===== src/rtl/fetch_pkg.sv =====
// Shared types for the risc1 instruction-fetch front end.
// Address width follows `ARCH_SIZE; a 16-bit default keeps the slice standalone.
`ifndef ARCH_SIZE
`define ARCH_SIZE 16
`endif

package fetch_pkg;

   localparam int ARCH_ADDR_W = `ARCH_SIZE;

   typedef logic [ARCH_ADDR_W-1:0] addr_t;

   typedef enum logic [1:0] {
      IDLE,
      REQ,
      RELEASE
   } fetch_state_e;

   typedef struct packed {
      logic [7:0] data;
      addr_t      pc;
   } queue_entry_t;

endpackage


===== src/rtl/fetch_queue.sv =====
// Prefetch FIFO with slot reservation: count covers stored entries plus slots
// reserved for requests still in flight, so a granted response always fits.
module fetch_queue
   import fetch_pkg::*;
#(
   parameter int  QUEUE_DEPTH = 4,
   parameter type entry_t     = queue_entry_t,
   localparam int PTR_W       = $clog2(QUEUE_DEPTH)
) (
   input  logic           clk,
   input  logic           rst_n,
   input  logic           reserve,
   input  logic           push,
   input  entry_t         push_entry,
   input  logic           pop,
   input  logic           flush,
   output entry_t         head,
   output logic           full,
   output logic           empty,
   output logic [PTR_W:0] count
);

   entry_t           storage [QUEUE_DEPTH];
   logic [PTR_W-1:0] rd_ptr;
   logic [PTR_W-1:0] wr_ptr;
   logic [PTR_W:0]   used;
   logic [PTR_W:0]   reserved;

   // NOTE: sequential state uses non-blocking assignments so every register
   // samples pre-edge values, independent of block ordering.
   always_ff @(posedge clk) begin
      if (!rst_n || flush) begin
         rd_ptr   <= '0;
         wr_ptr   <= '0;
         used     <= '0;
         reserved <= '0;
      end else begin
         if (push) wr_ptr <= wr_ptr + PTR_W'(1);
         if (pop)  rd_ptr <= rd_ptr + PTR_W'(1);
         used     <= used + {{PTR_W{1'b0}}, push} - {{PTR_W{1'b0}}, pop};
         reserved <= reserved + {{PTR_W{1'b0}}, reserve} - {{PTR_W{1'b0}}, push};
      end
   end

   // NOTE: the storage array has no reset; entries are only observed after a
   // push has written them, so clearing them would be wasted logic.
   always_ff @(posedge clk) begin
      if (push && !flush) storage[wr_ptr] <= push_entry;
   end

   assign head  = storage[rd_ptr];
   assign count = used + reserved;
   assign full  = (count == (PTR_W + 1)'(QUEUE_DEPTH));
   assign empty = (used == '0);

endmodule


===== src/rtl/fetch_unit.sv =====
// risc1 fetch front end: one-byte reads under a level handshake into a prefetch
// queue, redirect flushes. Optional counters behind `define FETCH_STATS_EN.
module fetch_unit
   import fetch_pkg::*;
#(
   parameter int                ADDR_W      = ARCH_ADDR_W,
   parameter int                QUEUE_DEPTH = 4,
   parameter logic [ADDR_W-1:0] RESET_PC    = '0
) (
   input  logic              clk,
   input  logic              rst_n,
   input  logic              redirect_valid,
   input  logic [ADDR_W-1:0] redirect_pc,
   output logic              instr_valid,
   output logic [7:0]        instr_data,
   output logic [ADDR_W-1:0] instr_pc,
   input  logic              instr_ready,
   output logic [ADDR_W-1:0] mem_address,
   output logic              mem_read,
   output logic              mem_write,
   output logic [7:0]        mem_write_value,
   input  logic              mem_ready,
   input  logic [7:0]        mem_read_value
`ifdef FETCH_STATS_EN
   ,
   output logic [31:0]       stat_fetched,
   output logic [31:0]       stat_stalls
`endif
);

   localparam int CNT_W = $clog2(QUEUE_DEPTH) + 1;

   typedef struct packed {
      logic [7:0]        data;
      logic [ADDR_W-1:0] pc;
   } entry_t;

   fetch_state_e      state, state_n;
   logic [ADDR_W-1:0] fetch_pc, pc_n, addr_n;
   logic              read_n, drop, drop_n;
   logic              reserve, capture, pop;
   logic              q_full, q_empty;
   logic [CNT_W-1:0]  q_count;
   entry_t            head, held, push_entry;

   assign push_entry = '{data: mem_read_value, pc: mem_address};
   assign pop        = instr_valid && instr_ready;

   fetch_queue #(
      .QUEUE_DEPTH(QUEUE_DEPTH),
      .entry_t    (entry_t)
   ) u_queue (
      .clk       (clk),
      .rst_n     (rst_n),
      .reserve   (reserve),
      .push      (capture),
      .push_entry(push_entry),
      .pop       (pop),
      .flush     (redirect_valid),
      .head      (head),
      .full      (q_full),
      .empty     (q_empty),
      .count     (q_count)
   );

   always_ff @(posedge clk) begin
      if (!rst_n) begin
         state       <= IDLE;
         fetch_pc    <= RESET_PC;
         mem_address <= '0;
         mem_read    <= 1'b0;
         drop        <= 1'b0;
      end else begin
         state       <= state_n;
         fetch_pc    <= pc_n;
         mem_address <= addr_n;
         mem_read    <= read_n;
         drop        <= drop_n;
      end
   end

   // NOTE: every signal driven here gets a default first, so no path through
   // the case leaves one unassigned and no latch is inferred.
   always_comb begin
      state_n = state;
      pc_n    = fetch_pc;
      addr_n  = mem_address;
      read_n  = mem_read;
      drop_n  = drop;
      reserve = 1'b0;
      capture = 1'b0;
      unique case (state)
         IDLE: begin
            // A redirect this cycle would make the request use the stale PC.
            if (!redirect_valid && !q_full && !mem_ready) begin
               state_n = REQ;
               addr_n  = fetch_pc;
               read_n  = 1'b1;
               reserve = 1'b1;
            end
         end
         REQ: begin
            if (mem_ready) begin
               state_n = RELEASE;
               read_n  = 1'b0;
               drop_n  = 1'b0;
               if (!drop && !redirect_valid) begin
                  capture = 1'b1;
                  pc_n    = fetch_pc + ADDR_W'(1);
               end
            end else if (redirect_valid) begin
               drop_n = 1'b1;
            end
         end
         RELEASE: begin
            if (!mem_ready) state_n = IDLE;
         end
         default: state_n = IDLE;
      endcase
      if (redirect_valid) pc_n = redirect_pc;
   end

   // Last head shown, so data/pc hold steady while the queue is empty.
   always_ff @(posedge clk) begin
      if (!rst_n)        held <= '0;
      else if (!q_empty) held <= head;
   end

   assign instr_valid     = !q_empty;
   assign instr_data      = q_empty ? held.data : head.data;
   assign instr_pc        = q_empty ? held.pc   : head.pc;
   assign mem_write       = 1'b0;
   assign mem_write_value = '0;

   a_no_overflow: assert property (@(posedge clk) disable iff (!rst_n)
      q_count <= CNT_W'(QUEUE_DEPTH));

`ifdef FETCH_STATS_EN
   always_ff @(posedge clk) begin
      if (!rst_n) begin
         stat_fetched <= '0;
         stat_stalls  <= '0;
      end else begin
         if (capture && stat_fetched != '1) stat_fetched <= stat_fetched + 32'd1;
         if (state == REQ && !mem_ready && stat_stalls != '1)
            stat_stalls <= stat_stalls + 32'd1;
      end
   end
`endif

endmodule


===== config.mk =====
export PLATFORM = sky130hd
export DESIGN_NAME = fetch_unit
export DESIGN_NICKNAME = d
export VERILOG_FILES = /design/src/rtl/fetch_pkg.sv /design/src/rtl/fetch_queue.sv /design/src/rtl/fetch_unit.sv
export SDC_FILE = /design/constraint.sdc
export NUM_CORES = 1
export LEC_CHECK = 0
export BUFFER_PORTS_ARGS = -buffer_cell sky130_fd_sc_hd__buf_2
export CAP_MARGIN = 20
export CORE_UTILIZATION = 52
export DETAILED_ROUTE_END_ITERATION = 8
export PLACE_DENSITY = 0.75
export SYNTH_ARGS = -nofsm -noshare
export SYNTH_HDL_FRONTEND = slang
export SYNTH_SLANG_ARGS = --single-unit

===== constraint.sdc =====
create_clock -name clk -period 2.5 [get_ports clk]
set_input_delay 0.125 -clock clk [delete_from_list [all_inputs] [get_ports clk]]
set_output_delay 0.125 -clock clk [all_outputs]
set_load 0.02 [all_outputs]

==> After elaboration in Yosys (flattened, before gate mapping) <==
Memory sizes are Yosys's and may differ from the RTL's. A register that Yosys moved wholly into a read port is not among the register bits.
Index checks and enable logic that the tools add are counted.
{ "classes": {"add_sub_neg": 8, "n_eq_ne": 6, "n_mux": 24, "n_reduce_logical": 23} }
{ "ops": {"columns": ["operator", "n"], "rows": [
  ["16-bit 2-to-1 mux", 5],
  ["16-bit by 1-bit adder with 16-bit output, second input constant", 1],
  ["1-bit 2-to-1 mux", 11],
  ["2-bit 2-to-1 mux", 5],
  ["3-bit AND reduction", 3],
  ["8-bit 2-to-1 mux", 1],
  ["2-bit nonzero test", 4],
  ["3-bit by 1-bit adder with 3-bit output", 2],
  ["1-bit zero test", 6],
  ["2-bit != test, second input constant", 3],
  ["2-bit case mux with 3 select lines", 1],
  ["3-bit by 1-bit subtractor with 3-bit output", 2],
  ["1-bit logical AND", 5],
  ["2-bit by 1-bit adder with 2-bit output, second input constant", 2],
  ["2-bit AND reduction", 2],
  ["3-bit adder", 1],
  ["3-bit == test, second input constant", 1],
  ["3-bit zero test", 1],
  ["2-bit by 1-bit == test with 1-bit output, second input constant", 1],
  ["2-bit == test, second input constant", 1],
  ["2-bit zero test", 1],
  ["1-bit case mux with 2 select lines", 1],
  ["1-bit logical OR", 1]
]} }
{ "totals": {"ff_bits": 70, "ram_bits": 96, "input_bits": 29, "output_inout_bits": 51, "elab_cells": 73, "memories": 1} }
{ "memory_table": {"columns": ["memory", "depth", "width", "read_ports", "rd_clocked_by_memory_dff", "wr", "line_no", "rtl"], "rows": [
  ["u_queue.storage", 4, 24, 1, 1, 1, "fetch_queue.sv:23", "entry_t storage [QUEUE_DEPTH];"]
]} }

==> Depth between registers and ports, before layout <==
Gate-level depths: netlist (run 1).
{ "depth": {"ltp_word": 9, "mapped_depth": 11, "ltp_nobuf": 10} }

==> Cells and area by module <==
Synthesis (run 1) repeated with hierarchy kept, for this count alone.
{ "hier_totals": {"hier_cells": 478, "hier_area_um2": 6819.0} }
{ "modules_own_cells": {"columns": ["module", "instances", "cells_each", "area_each_um2", "seq_area_each_um2"], "rows": [
  ["fetch_queue", 1, 191, 4174.0, 3123.0],
  ["fetch_unit", 1, 287, 2645.0, 1201.2]
]} }

==> Least setup slack after synthesis (run 1) <==
OpenSTA, ideal clock, no wires.
{ "synth_timing": {"path_type": "reg-to-reg", "startpoint": "reg u_queue.used[2]", "endpoint": "reg u_queue.used[2]", "setup_time_ns": 0.126, "arrival_ns": 2.363, "required_time_ns": 2.374, "setup_slack_ns": 0.011, "stages_incl_launch_ff": 12, "path_buffers": 2, "period_less_slack_ns": 2.489, "cell_sequence": "dfxtp_1 -> or3_1 -> buf_6 -> buf_8 -> and2_1 -> ha_1 -> inv_1 -> ha_1 -> fa_1 -> xnor2_1 -> xnor2_1 -> nor2_1"} }
{ "synth_via": {"elab_chain_cells": 4, "elab_cells_between_ends": 5, "cone_classes": "2 x add/sub; 3 x reduce/logical"} }
{ "synth_rtl": {"columns": ["element", "line_no", "rtl"], "rows": [
  ["start: declaration", "fetch_queue.sv:26", "logic [PTR_W:0] used;"],
  ["start signal: assignment", "fetch_queue.sv:40", "used <= used + {{PTR_W{1'b0}}, push} - {{PTR_W{1'b0}}, pop};"],
  ["3-bit zero test", "fetch_queue.sv:54", "assign empty = (used == '0);"],
  ["1-bit zero test", "fetch_unit.sv:129", "assign instr_valid = !q_empty;"],
  ["net instr_valid", "fetch_unit.sv:14", "output logic instr_valid,"],
  ["1-bit logical AND", "fetch_unit.sv:47", "assign pop = instr_valid && instr_ready;"],
  ["net pop", "fetch_unit.sv:41", "logic reserve, capture, pop;"],
  ["3-bit by 1-bit subtractor with 3-bit output", "fetch_queue.sv:40", null]
]} }
The timed path passes the listed nets, and every way through them passes these cells.
A chain may end at the register's enable or synchronous reset.

==> Worst setup path in the final report (run 1) <==
{ "layout_timing": {"startpoint": "reg u_queue.used[0]", "endpoint": "reg u_queue.reserved[2]"} }
{ "layout_via": {"elab_chain_cells": 9} }
{ "layout_rtl": {"columns": ["element", "line_no", "rtl"], "rows": [
  ["3-bit adder", "fetch_queue.sv:52", "assign count = used + reserved;"],
  ["3-bit == test", "fetch_queue.sv:53", "assign full = (count == (PTR_W + 1)'(QUEUE_DEPTH));"],
  ["1-bit zero test", "fetch_unit.sv:95", "if (!redirect_valid && !q_full && !mem_ready) begin"],
  ["1-bit logical AND (2 in a row)", "fetch_unit.sv:95", null],
  ["1-bit 2-to-1 mux", "fetch_unit.sv:95", null],
  ["1-bit 2-to-1 mux", "fetch_unit.sv:92", "unique case (state)"],
  ["net reserve", "fetch_unit.sv:41", null],
  ["3-bit by 1-bit adder with 3-bit output", "fetch_queue.sv:41", "reserved <= reserved + {{PTR_W{1'b0}}, reserve} - {{PTR_W{1'b0}}, push};"],
  ["3-bit by 1-bit subtractor with 3-bit output", "fetch_queue.sv:41", null],
  ["end signal: assignment", "fetch_queue.sv:41", null],
  ["end: declaration", "fetch_queue.sv:27", "logic [PTR_W:0] reserved;"]
]} }
The timed path passes the listed nets, and every way through them passes these cells.

==> results of run 1 <==
## what timing repair did
action / in CTS / in global routing
pin swaps: 0 / 6
resized for setup: 3 / 8
endpoints found under the setup margin: 1 / 2
buffers inserted: 0 / 2
endpoints found under the hold margin: 43 / 0
hold buffers: 19 / 0
gates cloned: 0 / 0
## flip-flops by register name (all words and copies together) (netlist names), 2 cells and up, named ones only
signal / count
mem_address: 16
u_queue.wr_ptr: 2
state: 2
u_queue.used: 3
u_queue.storage: 96
u_queue.reserved: 3
fetch_pc: 16
u_queue.rd_ptr: 2
held: 24
## layer usage
layer	track usage, %	wire length, um	vias up
li1	-	-	1899
met1	27.64	5782	1921
met2	33.69	6583	88
met3	5.149	546	11
met4	6.835	151	0
met5	0	0	-
## tightest hold or removal path, cell delays in order
cell and delay, ps:
buf_2 80, o21ai_0 70, a21oi_1 120
## layout make-up
cell class,instances,area (um2),area share [%]
Clock inverter,8,121.4,1.483
Clock buffer,24,471.7,5.765
Timing Repair Buffer,102,650.6,7.952
Inverter,16,60.06,0.7341
Sequential cell,168,4328,52.90
Tap cell,172,215.2,2.630
Multi-Input combinational cell,264,2335,28.54
## how the worst min path moves through the flow
stage	to	slack, ps	depth (start not counted)
after floorplan	u_queue.storage[0][16]	220	0
after global placement	u_queue.storage[0][22]	340	1
after detailed placement	u_queue.storage[3][17]	340	1
after CTS	fetch_pc[5]	8	3
after global routing	fetch_pc[6]	40	3
final	fetch_pc[6]	20	3
## cell families (layout without fill, tap and decap cells)
logic type | count (synthesis) | count (layout) | share of synthesized area [%]
mux | 51 | 51 | 13.50
flops | 168 | 168 | 62.70
other cells | 1 | 9 | 0.05437
compound gates | 50 | 50 | 4.209
xor+xnor | 21 | 21 | 2.866
fa+ha+maj | 13 | 13 | 2.685
simple gates | 120 | 120 | 9.434
buf+inv | 51 | 150 | 4.554
## through the flow
step / instance area (um2) / hold slack (ps)
after floorplan: 6927 / 223.9
after global placement: 7336 / 335.2
after detailed placement: 7336 / 342.3
after CTS: 8132 / 8.014
after global routing: 8182 / 43.17
final: 8182 / 20.55
## report_power, final
part           internal (mW)  switching [mW]  leakage [nW]
sequential              2.97          0.0547          1.38
clock                   1.62           0.998         0.278
combinational          0.170           0.208          1.32
## Yosys cell counts (5+ instances only)
cell / instances / share of area (%)
edfxtp_1: 96 / 42
dfxtp_1: 72 / 21
and2_1: 33 / 3.0
o21ai_0: 27 / 2.0
nand2_1: 26 / 1.4
nand3_1: 24 / 1.7
mux2_4: 20 / 4.4
mux4_2: 20 / 6.5
xnor2_1: 17 / 2.2
inv_1: 15 / 0.82
clkbuf_1: 13 / 0.71
a21oi_1: 12 / 0.87
buf_4: 11 / 1.2
nor2_1: 11 / 0.60
ha_1: 10 / 1.8
nor4_1: 7 / 0.63
buf_2: 5 / 0.36
nor3_1: 5 / 0.36
==> summary.txt, run 1 <==
Timing
  • Final worst-path cycle share: 100.9%
  • Final min period: 2522 ps
  • Final worst slack: -22.10 ps
  • Fmax: 396.5 MHz
  • Setup_tns: -22.10 ps
  • Pins Over Slew Limit: 0
  • Worst clock skew: 9.093 ps
  • Final setup viols: 1
  • Tightest Pin Transition: 626.0 ps
  • Hold Vio Cnt, Final: 0
  • RSZ-0062 raised after global routing: yes
  • Slew Limit Headroom: 58.01%

GRT
  • Initial antenna violation count: 0
  • Vias in the first global route: 3971
  • Global-route wire length before repair: 20600 um
  • Total GRT Usage: 20.79%
  • Largest net degree at the start of global routing: 41
  • GR Overflow Total: 0

Die
  • Die H: 117.2 um
  • # IOs: 80
  • Die X: 117.2 um
  • Starting Density: 53.99%
  • Area of the die: 0.01373 mm2
  • Core area: 0.01277 mm2
  • Rows: 41

Setup path
  • Reg-to-reg critical path startpoint: u_queue.used[0]
  • Worst Setup EP: u_queue.reserved[2]
  • Worst path arrival time: 2820 ps
  • Worst path buffer plus inverter count: 1
  • Worst reg2reg setup slack: -20 ps
  • Worst path slowest cell: fa_2
  • Top delay family on crit path: adder cells
  • Crit path depth: 10
  • Worst Path Max Fanout: 3
  • Startpoint types: flip-flop
  • Critical Path RT: 2790 ps
  • Critical Path Source: u_queue.used[0]
  • Crit end category: flip-flop
  • CP Class: flip-flop to flip-flop
  • Worst r2r dst: u_queue.reserved[2]
  • CP Cell Sequence: ha_4, fa_2, xnor3_1, o31ai_4, inv_2, ha_4, fa_2, xnor2_2, xnor2_1, nor2_1
  • R2R depth: 10
  • Worst path max stage delay: 370 ps

Power
  • Final Power: 6.021 mW
  • Max VDD drop: 0.4310 mV
  • Static leakage: 2.981 nW
  • PwrDens: 735.9 mW/mm2

Clock network
  • Worst-path clk slew: 60 ps
  • H-Tree Depth: 4
  • Clock sink total: 168
  • Clk Latency, worst-skew pair: 420 ps
  • Cts bufs inserted: 17
  • CTS max path bufs: 2
  • Clock root buffer: clkbuf_16
  • CTS tree: yes

Cells and area
  • Area delta synth->final: 18.63%
  • Filler instances: 933
  • Fin cells: 754
  • Antenna Cells: 0
  • Final core occ: 64.05%
  • Commonest non-fill, non-tap cells in the layout: edfxtp_1, buf_2, dfxtp_1
  • Share of layout cells above drive strength 1: 29.04%
  • Commonest non-fill, non-tap cell in the layout: edfxtp_1
  • Fin nets: 611

Route
  • Wire per inst: 17.33 um
  • Antenna-violating nets left: 0
  • Total number of vias: 3919
  • Routed vias/inst: 5.198
  • Number of DRC markers in iteration 0: 272
  • Pre-antenna DRT Iters: 4
  • DR DRC count: 0
  • Final WL: 13060 um

Placed design
  • Dpl cells: 701
  • Port buffer count: 70
  • Pre-CTS WS: -95.71 ps
  • Post-DP HPWL: 7865 um
  • Final Wtd Congestion: 0.7951

Synth
  • Yosys warning count: 0
  • Synth Register Bits: 168
  • Post-synth cell types: 46
  • Register area share after synthesis: 62.70%
  • Number of flops mapped to enable cells by yosys: 96
  • Syn avg cell area: 14.52 um2
  • Ys async rst share: 0%
  • Top FF cell, synth: edfxtp_1
  • Post-Syn Area: 0.006897 mm2
  • Synth Instances: 475

Status
  • Failing checks: negative setup slack
  • Status: finished, violations left

Job
  • Maxcap violations: 0

Worst hold path
  • Hold path startpoint: redirect_pc[6]
  • Worst Hold Class: input port to flip-flop
No activity file was read; power rests on OpenSTA's default activity.
==> run 2, diff against run 1 <==
--- a/config.mk
+++ b/config.mk
@@ -5,6 +5,7 @@
 export SDC_FILE = /design/constraint.sdc
 export NUM_CORES = 1
 export LEC_CHECK = 0
+export ABC_AREA = 1
 export BUFFER_PORTS_ARGS = -buffer_cell sky130_fd_sc_hd__buf_2
 export CAP_MARGIN = 20
 export CORE_UTILIZATION = 52
==> run 2 against run 1 <==
Clock power decreased by 3%. Worst hold slack improved by 5.2 ps. Largest power group unchanged. Sequential power about the same. Final area grew 0.67%. Utilization down 1.6 points. The flow now finishes without violations. Largest cell class unchanged. Non-clock buffer count shrank 4.
==> summary.txt, run 2 <==
Status
  • Status: finished clean (was finished, violations left)

Die
  • Area of the die: 0.01395 mm2 (was 0.01373 mm2)
  • Starting Density: 53.13% (was 53.99%)
  • Rows: 42 (was 41)
  • Die X: 118.1 um (was 117.2 um)
  • Core area: 0.01319 mm2 (was 0.01277 mm2)
  • Die H: 118.1 um (was 117.2 um)
  • # IOs: 80 (unchanged)

Worst hold path
  • Hold path startpoint: redirect_pc[5] (was redirect_pc[6])
  • Worst Hold Class: input port to flip-flop (unchanged)
  • Hold path cells: 3 (unchanged)

Route
  • Total number of vias: 5225 (was 3919)
  • Pre-antenna DRT Iters: 5 (was 4)
  • Wire per inst: 14.80 um (was 17.33 um)
  • DR DRC count: 0 (unchanged)
  • Number of DRC markers in iteration 0: 344 (was 272)
  • Antenna-violating nets left: 0 (unchanged)
  • Routed vias/inst: 5.189 (was 5.198)
  • Final WL: 14910 um (was 13060 um)

Clock network
  • Setup bufs post-CTS: 0 (unchanged)
  • Clock root buffer: clkbuf_16 (unchanged)
  • CTS max path bufs: 2 (unchanged)
  • CTS tree: yes (unchanged)
  • Clock sink total: 168 (unchanged)
  • Clk Latency, worst-skew pair: 430 ps (was 420 ps)
  • Worst-path clk slew: 60 ps (about the same)
  • Cts bufs inserted: 17 (unchanged)
  • H-Tree Depth: 4 (unchanged)

Cells and area
  • Fin nets: 859 (was 611)
  • Share of layout cells above drive strength 1: 16.27% (was 29.04%)
  • Top flop regs: u_queue.storage (96), held (24) (unchanged)
  • Commonest non-fill, non-tap cells in the layout: nor2_1, nand2_1, edfxtp_1 (was edfxtp_1, buf_2, dfxtp_1)
  • Filler instances: 1101 (was 933)
  • Post-route cell area: 0.008237 mm2 (was 0.008182 mm2)
  • Area delta synth->final: 17.53% (was 18.63%)
  • Commonest non-fill, non-tap cell in the layout: nor2_1 (was edfxtp_1)
  • Final core occ: 62.45% (was 64.05%)
  • Largest register FFs: 96 (unchanged)
  • Top reg by flops: u_queue.storage (unchanged)

Synth
  • Post-Syn Area: 0.007008 mm2 (was 0.006897 mm2)
  • Synth Instances: 731 (was 475)
  • Post-synth cell types: 36 (was 46)
  • Yosys top cell area share: 41.14% (was 41.80%)
  • Register area share after synthesis: 61.70% (was 62.70%)
  • Count leader, synth: nor2_1 (was edfxtp_1)
  • Yosys warning count: 0 (unchanged)
  • Synth Register Bits: 168 (unchanged)
  • Area contributors post-synth: edfxtp_1, dfxtp_1, nor2_1, nand2_1, o21ai_0 (was edfxtp_1, dfxtp_1, mux4_2, mux2_4, and2_1)
  • Syn avg cell area: 9.587 um2 (was 14.52 um2)
  • Top FF cell, synth: edfxtp_1 (unchanged)
  • Top cell type by total area after synthesis: edfxtp_1 (unchanged)
  • Ys async rst share: 0% (unchanged)
  • Number of flops mapped to enable cells by yosys: 96 (unchanged)
  • Post-synth top cells: nor2_1, nand2_1, edfxtp_1 (was edfxtp_1, dfxtp_1, and2_1)

GRT
  • Vias in the first global route: 5105 (was 3971)
  • Global-route wire length before repair: 24770 um (was 20600 um)
  • Largest net degree at the start of global routing: 49 (was 41)
  • Met2 Track Usage GR: 38.64% (was 33.69%)
  • GR Overflow Total: 0 (unchanged)
  • Gr busiest metal: met2 (unchanged)
  • Initial antenna violation count: 1 (was 0)
  • M1 GR Usage: 28.95% (was 27.64%)
  • Met3 usage in global routing: 4.748% (was 5.149%)
  • Total GRT Usage: 23.00% (was 20.79%)

Timing
  • Final setup viols: 0 (was 1)
  • Final min period: 2365 ps (was 2522 ps)
  • Slew Limit Headroom: 60.24% (was 58.01%)
  • Pins Over Slew Limit: 0 (unchanged)
  • Fmax: 422.8 MHz (was 396.5 MHz)
  • Setup_tns: 0 ps (was -22.10 ps)
  • Worst hold margin: 25.77 ps (was 20.55 ps)
  • Tightest Pin Transition: 591.0 ps (was 626.0 ps)
  • RSZ-0062 raised after global routing: no (was yes)
  • Worst clock skew: 9.660 ps (was 9.093 ps)
  • Hold Vio Cnt, Final: 0 (unchanged)
  • Final worst-path cycle share: 94.60% (was 100.9%)

Placed design
  • Post-DP HPWL: 9696 um (was 7865 um)
  • Dpl cell area: 0.007513 mm2 (was 0.007336 mm2)
  • Final Wtd Congestion: 0.8377 (was 0.7951)
  • Port buffer count: 70 (unchanged)

Setup path
  • Worst Path Max Fanout: 2 (was 3)
  • Critical Path RT: 2810 ps (was 2790 ps)
  • CP Class: flip-flop to flip-flop (unchanged)
  • Startpoint types: flip-flop (unchanged)
  • Reg-to-reg critical path startpoint: u_queue.reserved[0] (was u_queue.used[0])
  • Critical Path Source: u_queue.reserved[0] (was u_queue.used[0])
  • R2R depth: 11 (was 10)
  • Worst path arrival time: 2680 ps (was 2820 ps)
  • Crit end category: flip-flop (unchanged)

Power
  • Static leakage: 3.339 nW (was 2.981 nW)
  • PwrDens: 726.8 mW/mm2 (was 735.9 mW/mm2)
  • Max VDD drop: 0.4849 mV (was 0.4310 mV)
  • Final Power: 5.986 mW (was 6.021 mW)

Job
  • Maxcap violations: 0 (unchanged)
==> run 2: changes by cell type after synthesis, sizes merged, moves of 7 or more <==
cell	previous run	this run
nand2	26	132
nor2	11	155
mux4	24	0
inv	15	41
o21ai	29	100
mux2	24	0
xnor2	17	3
nand3	24	12
and2	34	0
a21oi	12	43
nor4	8	1
==> run 2: per-stage QoR <==
stage                     std cells  setup WS, ps
after floorplan                 739         12.15
after CTS                      1006         75.89
after global routing           1007         2.498
after detailed placement        960         89.06
final                          1007         135.1
after global placement          960         182.5
==> run 2: power by group <==
group	internal [mW]	switching, mW
logic	0.134	0.251
registers	2.99	0.0669
clock network	1.55	0.997
total	4.67	1.31
==> run 2: kinds of logic (layout without fill, tap and decap cells) <==
family | Yosys count | count (layout) | synth area share (%)
flops | 168 | 168 | 61.70
compound gates | 153 | 153 | 11.21
fa+ha+maj | 13 | 13 | 2.642
other cells | 1 | 10 | 0.05351
buf+inv | 81 | 172 | 5.606
simple gates | 306 | 306 | 17.66
xor+xnor | 9 | 9 | 1.125
==> run 2: final cells by class <==
class                           instances  area, um2  area share (%)
Sequential cell                       168       4325           52.51
Timing Repair Buffer                   98      608.1           7.383
Clock buffer                           24      483.0           5.864
Inverter                               42      165.2           2.005
Antenna cell                            1      2.502         0.03038
Tap cell                              176      220.2           2.674
Multi-Input combinational cell        490       2338           28.39
Clock inverter                          8      93.84           1.139
==> run 2: worst max-delay path, stage by stage, from the launching register on <==
cell and delay, ps:
dfxtp_1 320, ha_1 210, fa_1 430, nor2_1 120
nand3_2 110, nand2_4 80, inv_4 30, ha_1 210
fa_2 360, xor2_1 170, xor2_1 160, nor2_1 50
==> run 2: path summary, 6_finish.rpt <==
path	to	slack, ps
max	u_queue.reserved[2]	140
min	fetch_pc[5]	30
min reg2reg	held[8]	470
max reg2reg	u_queue.reserved[2]	140
==> run 2: what timing repair did <==
item / CTS / global route
endpoints found under the setup margin: 0 / 1
resized for setup: 0 / 2
endpoints found under the hold margin: 38 / 0
hold buffers: 14 / 0
==> run 2: per-layer routing <==
layer / part of all wire [%] / wire length, um / vias up
li1: - / - / 2590
met1: 42 / 6317 / 2452
met2: 50 / 7482 / 157
met3: 5.7 / 849 / 26
met4: 1.7 / 257 / 0
met5: 0 / 0 / -
